<file path="src/rtl/cordic_pkg.sv">
// Shared CORDIC constants, used by cordic (rotation) and cordic_vector (vectoring).
//   - atan(2^-i) table, i = 0..16, Q.14 in an 18-bit signed word
//   - PI / PI_2 in the Q.14 angle accumulator format, PI in the Q3.13 output format
//   - K_INV: reciprocal CORDIC gain, Q1.14
//   - state_t: FSM state encoding for the iterative cores
package cordic_pkg;

   localparam int unsigned ZW = 18;

   localparam logic signed [ZW-1:0] PI_Z   = 18'sd51472;
   localparam logic signed [ZW-1:0] PI_2_Z = 18'sd25736;
   localparam logic signed [15:0]   PI_OUT = 16'sd25736;
   localparam logic signed [15:0]   K_INV  = 16'sd9949;

   typedef enum logic [1:0] {
      ST_IDLE,
      ST_ITER,
      ST_DONE
   } state_t;

   function automatic logic signed [ZW-1:0] atan_lut(input logic [4:0] i);
      logic signed [ZW-1:0] a;
      case (i)
         5'd0:    a = 18'sd12868;
         5'd1:    a = 18'sd7596;
         5'd2:    a = 18'sd4014;
         5'd3:    a = 18'sd2037;
         5'd4:    a = 18'sd1023;
         5'd5:    a = 18'sd512;
         5'd6:    a = 18'sd256;
         5'd7:    a = 18'sd128;
         5'd8:    a = 18'sd64;
         5'd9:    a = 18'sd32;
         5'd10:   a = 18'sd16;
         5'd11:   a = 18'sd8;
         5'd12:   a = 18'sd4;
         5'd13:   a = 18'sd2;
         5'd14:   a = 18'sd1;
         default: a = '0;
      endcase
      return a;
   endfunction

endpackage

</file>
<file path="src/rtl/cordic_vec_iter.sv">
// Single vectoring-mode micro-rotation (combinational).
// Drives y toward zero; z accumulates the rotated angle.
// Ports:
//   x, y, z              current vector / angle accumulator (IW-bit signed)
//   i                    iteration index (shift amount, atan table index)
//   x_next, y_next, z_next  rotated values, computed from pre-update x, y
module cordic_vec_iter
   import cordic_pkg::*;
#(
   parameter int unsigned IW = 18
) (
   input  logic signed [IW-1:0] x,
   input  logic signed [IW-1:0] y,
   input  logic signed [IW-1:0] z,
   input  logic        [4:0]    i,
   output logic signed [IW-1:0] x_next,
   output logic signed [IW-1:0] y_next,
   output logic signed [IW-1:0] z_next
);

   logic signed [IW-1:0] x_sh;
   logic signed [IW-1:0] y_sh;
   logic signed [IW-1:0] atan_i;

   always_comb begin
      x_sh   = x >>> i;
      y_sh   = y >>> i;
      atan_i = atan_lut(i);
      if (!y[IW-1]) begin
         x_next = x + y_sh;
         y_next = y - x_sh;
         z_next = z + atan_i;
      end else begin
         x_next = x - y_sh;
         y_next = y + x_sh;
         z_next = z - atan_i;
      end
   end

endmodule

</file>
<file path="src/rtl/cordic_vector.sv">
// Iterative vectoring-mode CORDIC: (x_in, y_in) -> magnitude and atan2 angle.
// One micro-rotation per clock; done pulses N_ITER+1 cycles after start is taken.
// Ports:
//   clk, rst        clock, synchronous active-high reset
//   start           request, sampled only when idle
//   x_in, y_in      signed Q1.14 vector
//   mag_out         Q1.14 magnitude, >= 0, saturated
//   angle_out       Q3.13 angle in (-pi, +pi]
//   busy            high while a conversion is in flight
//   done            one-cycle pulse, outputs valid from this cycle
// Build option: define CORDIC_GAIN_COMP_EN to scale the magnitude by 1/K;
// otherwise mag_out is the raw (gain K) CORDIC x result.
module cordic_vector
   import cordic_pkg::*;
#(
   parameter int unsigned WL     = 16,
   parameter int unsigned FL     = 14,
   parameter int unsigned N_ITER = 15
) (
   input  logic                 clk,
   input  logic                 rst,
   input  logic                 start,
   input  logic signed [WL-1:0] x_in,
   input  logic signed [WL-1:0] y_in,
   output logic        [WL-1:0] mag_out,
   output logic signed [WL-1:0] angle_out,
   output logic                 busy,
   output logic                 done
);

   localparam int unsigned IW = WL + 2;

   if (N_ITER > FL + 1) begin : g_bad_n_iter
      $error("cordic_vector: N_ITER must not exceed FL+1");
   end

   localparam logic signed [IW-1:0] PI_OUT_Z = {{(IW-WL){1'b0}}, PI_OUT};

   state_t               state;
   logic [4:0]           iter;
   logic signed [IW-1:0] x_r, y_r, z_r;
   logic signed [IW-1:0] x_nx, y_nx, z_nx;
   logic signed [IW-1:0] x_ext, y_ext;
   logic signed [IW-1:0] px, py, pz;
   logic                 zero_in;
   logic signed [IW-1:0] z_rnd;
   logic signed [WL-1:0] angle_c;
   logic        [WL-1:0] mag_c;

   cordic_vec_iter #(.IW(IW)) u_iter (
      .x      (x_r),
      .y      (y_r),
      .z      (z_r),
      .i      (iter),
      .x_next (x_nx),
      .y_next (y_nx),
      .z_next (z_nx)
   );

   // Quadrant pre-rotation brings x >= 0 so the micro-rotations converge.
   always_comb begin
      x_ext = {{(IW-WL){x_in[WL-1]}}, x_in};
      y_ext = {{(IW-WL){y_in[WL-1]}}, y_in};
      if (!x_in[WL-1]) begin
         px = x_ext;
         py = y_ext;
         pz = '0;
      end else if (!y_in[WL-1]) begin
         px = y_ext;
         py = -x_ext;
         pz = PI_2_Z;
      end else begin
         px = -y_ext;
         py = x_ext;
         pz = -PI_2_Z;
      end
   end

   // Round Q.14 -> Q.13. Anything at or beyond +-pi is reported as +pi so the
   // output stays in (-pi, +pi] even with table-rounding overshoot.
   always_comb begin
      z_rnd = (z_r + IW'(1)) >>> 1;
      if (z_rnd >= PI_OUT_Z || z_rnd <= -PI_OUT_Z)
         angle_c = PI_OUT;
      else
         angle_c = z_rnd[WL-1:0];
   end

`ifdef CORDIC_GAIN_COMP_EN
   localparam int unsigned MW = IW + WL;
   localparam logic signed [MW-1:0] MAG_RND = MW'(1) <<< (FL - 1);
   logic signed [MW-1:0] prod;
   logic signed [MW-1:0] mag_wide;
   always_comb begin
      prod     = $signed({{WL{x_r[IW-1]}}, x_r}) * $signed({{IW{K_INV[WL-1]}}, K_INV});
      mag_wide = (prod + MAG_RND) >>> FL;
   end
`else
   localparam int unsigned MW = IW;
   logic signed [MW-1:0] mag_wide;
   always_comb mag_wide = x_r;
`endif

   localparam logic signed [MW-1:0] MAG_MAX = {{(MW-WL+1){1'b0}}, {(WL-1){1'b1}}};

   always_comb begin
      if (mag_wide[MW-1])
         mag_c = '0;
      else if (mag_wide > MAG_MAX)
         mag_c = MAG_MAX[WL-1:0];
      else
         mag_c = mag_wide[WL-1:0];
   end

   always_ff @(posedge clk) begin
      if (rst) begin
         state     <= ST_IDLE;
         iter      <= '0;
         x_r       <= '0;
         y_r       <= '0;
         z_r       <= '0;
         zero_in   <= 1'b0;
         mag_out   <= '0;
         angle_out <= '0;
         busy      <= 1'b0;
         done      <= 1'b0;
      end else begin
         done <= 1'b0;
         case (state)
            ST_IDLE: begin
               if (start) begin
                  x_r     <= px;
                  y_r     <= py;
                  z_r     <= pz;
                  zero_in <= (x_in == '0) && (y_in == '0);
                  iter    <= '0;
                  busy    <= 1'b1;
                  state   <= ST_ITER;
               end
            end
            ST_ITER: begin
               x_r <= x_nx;
               y_r <= y_nx;
               z_r <= z_nx;
               if (iter == 5'(N_ITER - 1))
                  state <= ST_DONE;
               else
                  iter <= iter + 5'd1;
            end
            ST_DONE: begin
               // A zero vector would otherwise report the summed atan table.
               mag_out   <= zero_in ? '0 : mag_c;
               angle_out <= zero_in ? '0 : angle_c;
               done      <= 1'b1;
               busy      <= 1'b0;
               iter      <= '0;
               state     <= ST_IDLE;
            end
            default: state <= ST_IDLE;
         endcase
      end
   end

endmodule
</file>
<file path="config.mk">
export PLATFORM = sky130hd
export DESIGN_NAME = cordic_vector
export DESIGN_NICKNAME = d
export VERILOG_FILES = /design/src/rtl/cordic_pkg.sv /design/src/rtl/cordic_vec_iter.sv /design/src/rtl/cordic_vector.sv
export SDC_FILE = /design/constraint.sdc
export NUM_CORES = 1
export LEC_CHECK = 0
export ABC_AREA = 1
export CAP_MARGIN = 10
export CORE_UTILIZATION = 45
export DETAILED_ROUTE_END_ITERATION = 8
export PLACE_DENSITY = 0.71
export SLEW_MARGIN = 5
export SYNTH_ARGS = -nofsm -noshare
export SYNTH_HDL_FRONTEND = slang
export SYNTH_SLANG_ARGS = --single-unit
export TNS_END_PERCENT = 5
</file>
<file path="constraint.sdc">
create_clock -name clk -period 3.45 [get_ports clk]
set_input_delay 0.345 -clock clk [delete_from_list [all_inputs] [get_ports clk]]
set_output_delay 0.345 -clock clk [all_outputs]
set_load 0.1 [all_outputs]
</file>
==> flow_summary.toml <==
[outcome]
status = "finished, violations left"
violations = "setup timing"

[cells_and_area]
antenna_cells = 0
final_layout_size_suffix_gt1_share_pct = 22.2
fillCellCount = 2298
flow.area_growth_from_synthesis_pct = 35.7
fin_nets = 2270

[global_routing]
grt.total_usage_pct = 30.1
antenna_found_initial = 0
grt_pass1_wl_mm = 62.2
met3_usage_pct = 3.93
grt_max_degree = 63
grt-ovfl-total = 0
grt.busiest_layer = "met2"
met1_usage_pct = 42.9
use_met2_pct = 46.8
grt_pass1_vias = 12400

[synthesis]
synth.net_count = 1966
yosysTopAreaCellShare_pct = 19.7
yosysUniqueCellTypes = 54
netlist_top_cells_area = "dfxtp_1 (20%), nand2_1 (17%), o21ai_0 (7.4%), ha_1 (7.2%), nand3_1 (6.7%)"
synth_flop_cell = "dfxtp_1"
seq_area_frac_synth_pct = 19.7
syn-cell-area_um2 = 11200
netlist_instances = 1864
synthMostInstantiatedCell = "nand2_1"
yosys.area.top_type = "dfxtp_1"
synth-seq-cells = 110
synth_edf_count = 0
synth_common_cells = "nand2_1 (509), inv_1 (193), o21ai_0 (166)"
synth.avg_cell_area_um2 = 5.99
async_flop_share_pct = 0
yosysWarnings = 0

[worst_setup_path]
cp_max_fo = 6
cp_num_buf_inv = 6
cp_slowest_stage_delay_ns = 0.38
start_kind = "register"
critical-path-slowest-cell = "dfxtp_4"
worst_setup_path_end_kind = "register"
arrival_ns = 4.22
crit_top_cell = "nand2_2"
crit_required_ns = 3.75
cp_top_family = "simple AND/OR/NAND/NOR gates"
crit_type = "register to register"

[detailed_routing]
drtAntennaViolNets = 0
drt-vias-per-instance = 5.42
vias = 13500
wl_per_cell_um = 15.7
first_pass_iters = 8
post-route-drc-count = 0
wirelength_mm = 39.3
drtIter0Drc = 1354

[clocking]
cts_tree = "done"
htreeDepth = 3
clk_pin_slew_worst_paths_ns = 0.08
clkLatencyLatePin_ns = 0.36
clk_path_buf_depth = 2
clock_sinks = 110
cts_buffers = 9
clock_tree.root_cell = "clkbuf_16"
ctsHoldBuffers = 0

[sta]
holdWs_ns = 0.455
final.min_clock_period_ns = 3.92
fin_ws_ns = -0.469
finalSetupTns_ns = -6.03
worstMarginPinSlew_ns = 0.982
max_freq_ghz = 0.255
timing.final.crit_share_pct = 114
hold_viol = 0
setup_violations = 26
finClkSkew_ns = 0.00714
report.final.slew_viol_count = 0
maxSlewHeadroom_pct = 34.4
rsz0062_at_grt = "yes"

[power]
powerDensity_nw_per_um2 = 512
ir_drop_uv = 321
leakage_uw = 0.00733

[die]
fp.dieArea_um2 = 25400
num_io_pins = 69
die_h_um = 160
die_w_um = 160
design.core.area_um2 = 24300
row_count = 57
start_util_pct = 45.9

[hold_path]
hold_path_class = "register to register"

[job]
maxCapViolCount = 0

[place]
dp_hpwl_mm = 30.6
io_buffers = 68
place.gp.congestion = 0.965
==> final timing paths <==
check	startpoint	endpoint	slack (ns)	depth (start not counted)
max reg2reg	iter[0]$_SDFFE_PP0P_	y_r[13]$_SDFFE_PP0P_	-0.47	28
min reg2reg	angle_out[14]$_SDFFE_PP0P_	angle_out[14]$_SDFFE_PP0P_	0.46	2
max	iter[0]$_SDFFE_PP0P_	y_r[13]$_SDFFE_PP0P_	-0.47	28
min	angle_out[14]$_SDFFE_PP0P_	angle_out[14]$_SDFFE_PP0P_	0.46	2
==> metrics by stage <==
stage	util, %	power, µW	instance area [µm²]	std cells	worst slack (ns)
4_1_cts	60.0	7160	14600	2490	-0.424
5_1_grt	62.3	8350	15200	2497	-0.673
2_1_floorplan	-	4030	11200	1864	-0.0504
6_report	62.3	7760	15200	2497	-0.469
3_5_place_dp	57.9	5970	14100	2465	-0.585
3_3_place_gp	57.9	5910	14100	2465	-0.543
==> final cells by class <==
| type | instances | area [µm²] | share of cell area, % |
|---|---|---|---|
| inverters | 209 | 797 | 5.26 |
| well taps | 324 | 405 | 2.68 |
| flip-flops and latches | 110 | 2210 | 14.6 |
| repair buffers | 371 | 3080 | 20.3 |
| multi-input cells | 1467 | 8370 | 55.3 |
| clock buffers | 10 | 229 | 1.51 |
| clock inverters | 6 | 61.3 | 0.405 |
==> power by group <==
group	total (µW)	internal, µW	switching, µW
clock	1050	510	541
combinational	5200	2390	2810
sequential	1510	1370	132
==> cells by family (layout without fill, tap and decap cells) <==
kind of cell / Yosys count / in the layout / share of synthesized area (%)
compound gates: 429 / 429 / 22.4
xor+xnor: 61 / 61 / 4.78
buf+inv: 287 / 596 / 10.5
flops: 110 / 110 / 19.7
mux: 4 / 4 / 0.426
simple gates: 906 / 906 / 34.5
fa+ha+maj: 67 / 67 / 7.71
==> layout by cell type (no fill, tap or decap), drive strengths merged, types with 16 or more instances in the layout <==
cell,Yosys,routed
xor2,38,38
a21oi,119,119
o221ai,20,20
o21ai,202,202
nand4,16,16
nor3,33,33
ha,64,64
o211ai,28,28
buf,35,302
xnor2,23,23
inv,206,209
nand3,157,157
clkdlybuf4s50,0,68
nand2,517,517
nor2,168,168
dfxtp,110,110
==> worst min-delay path, delay by kind of cell, from the launching register on <==
family           cells  cell delay, ns
flip-flops           1            0.32
AND/OR/NAND/NOR      2            0.10
==> metal layers <==
| layer | vias up | share of wire, % |
|---|---|---|
| met2 | 518 | 43 |
| met1 | 6131 | 46 |
| met4 | 0 | 2.5 |
| met5 | - | 0 |
| li1 | 6843 | - |
| met3 | 52 | 7.6 |
==> timing repair <==
action                                  4_1_cts  5_1_grt
pin swaps                                    14       40
gates resized for setup                      42      114
setup buffers                                 7        7
endpoints found under the setup margin       26       39
cloned                                        2        1
Note: power is estimated with default switching activity, not from simulation.
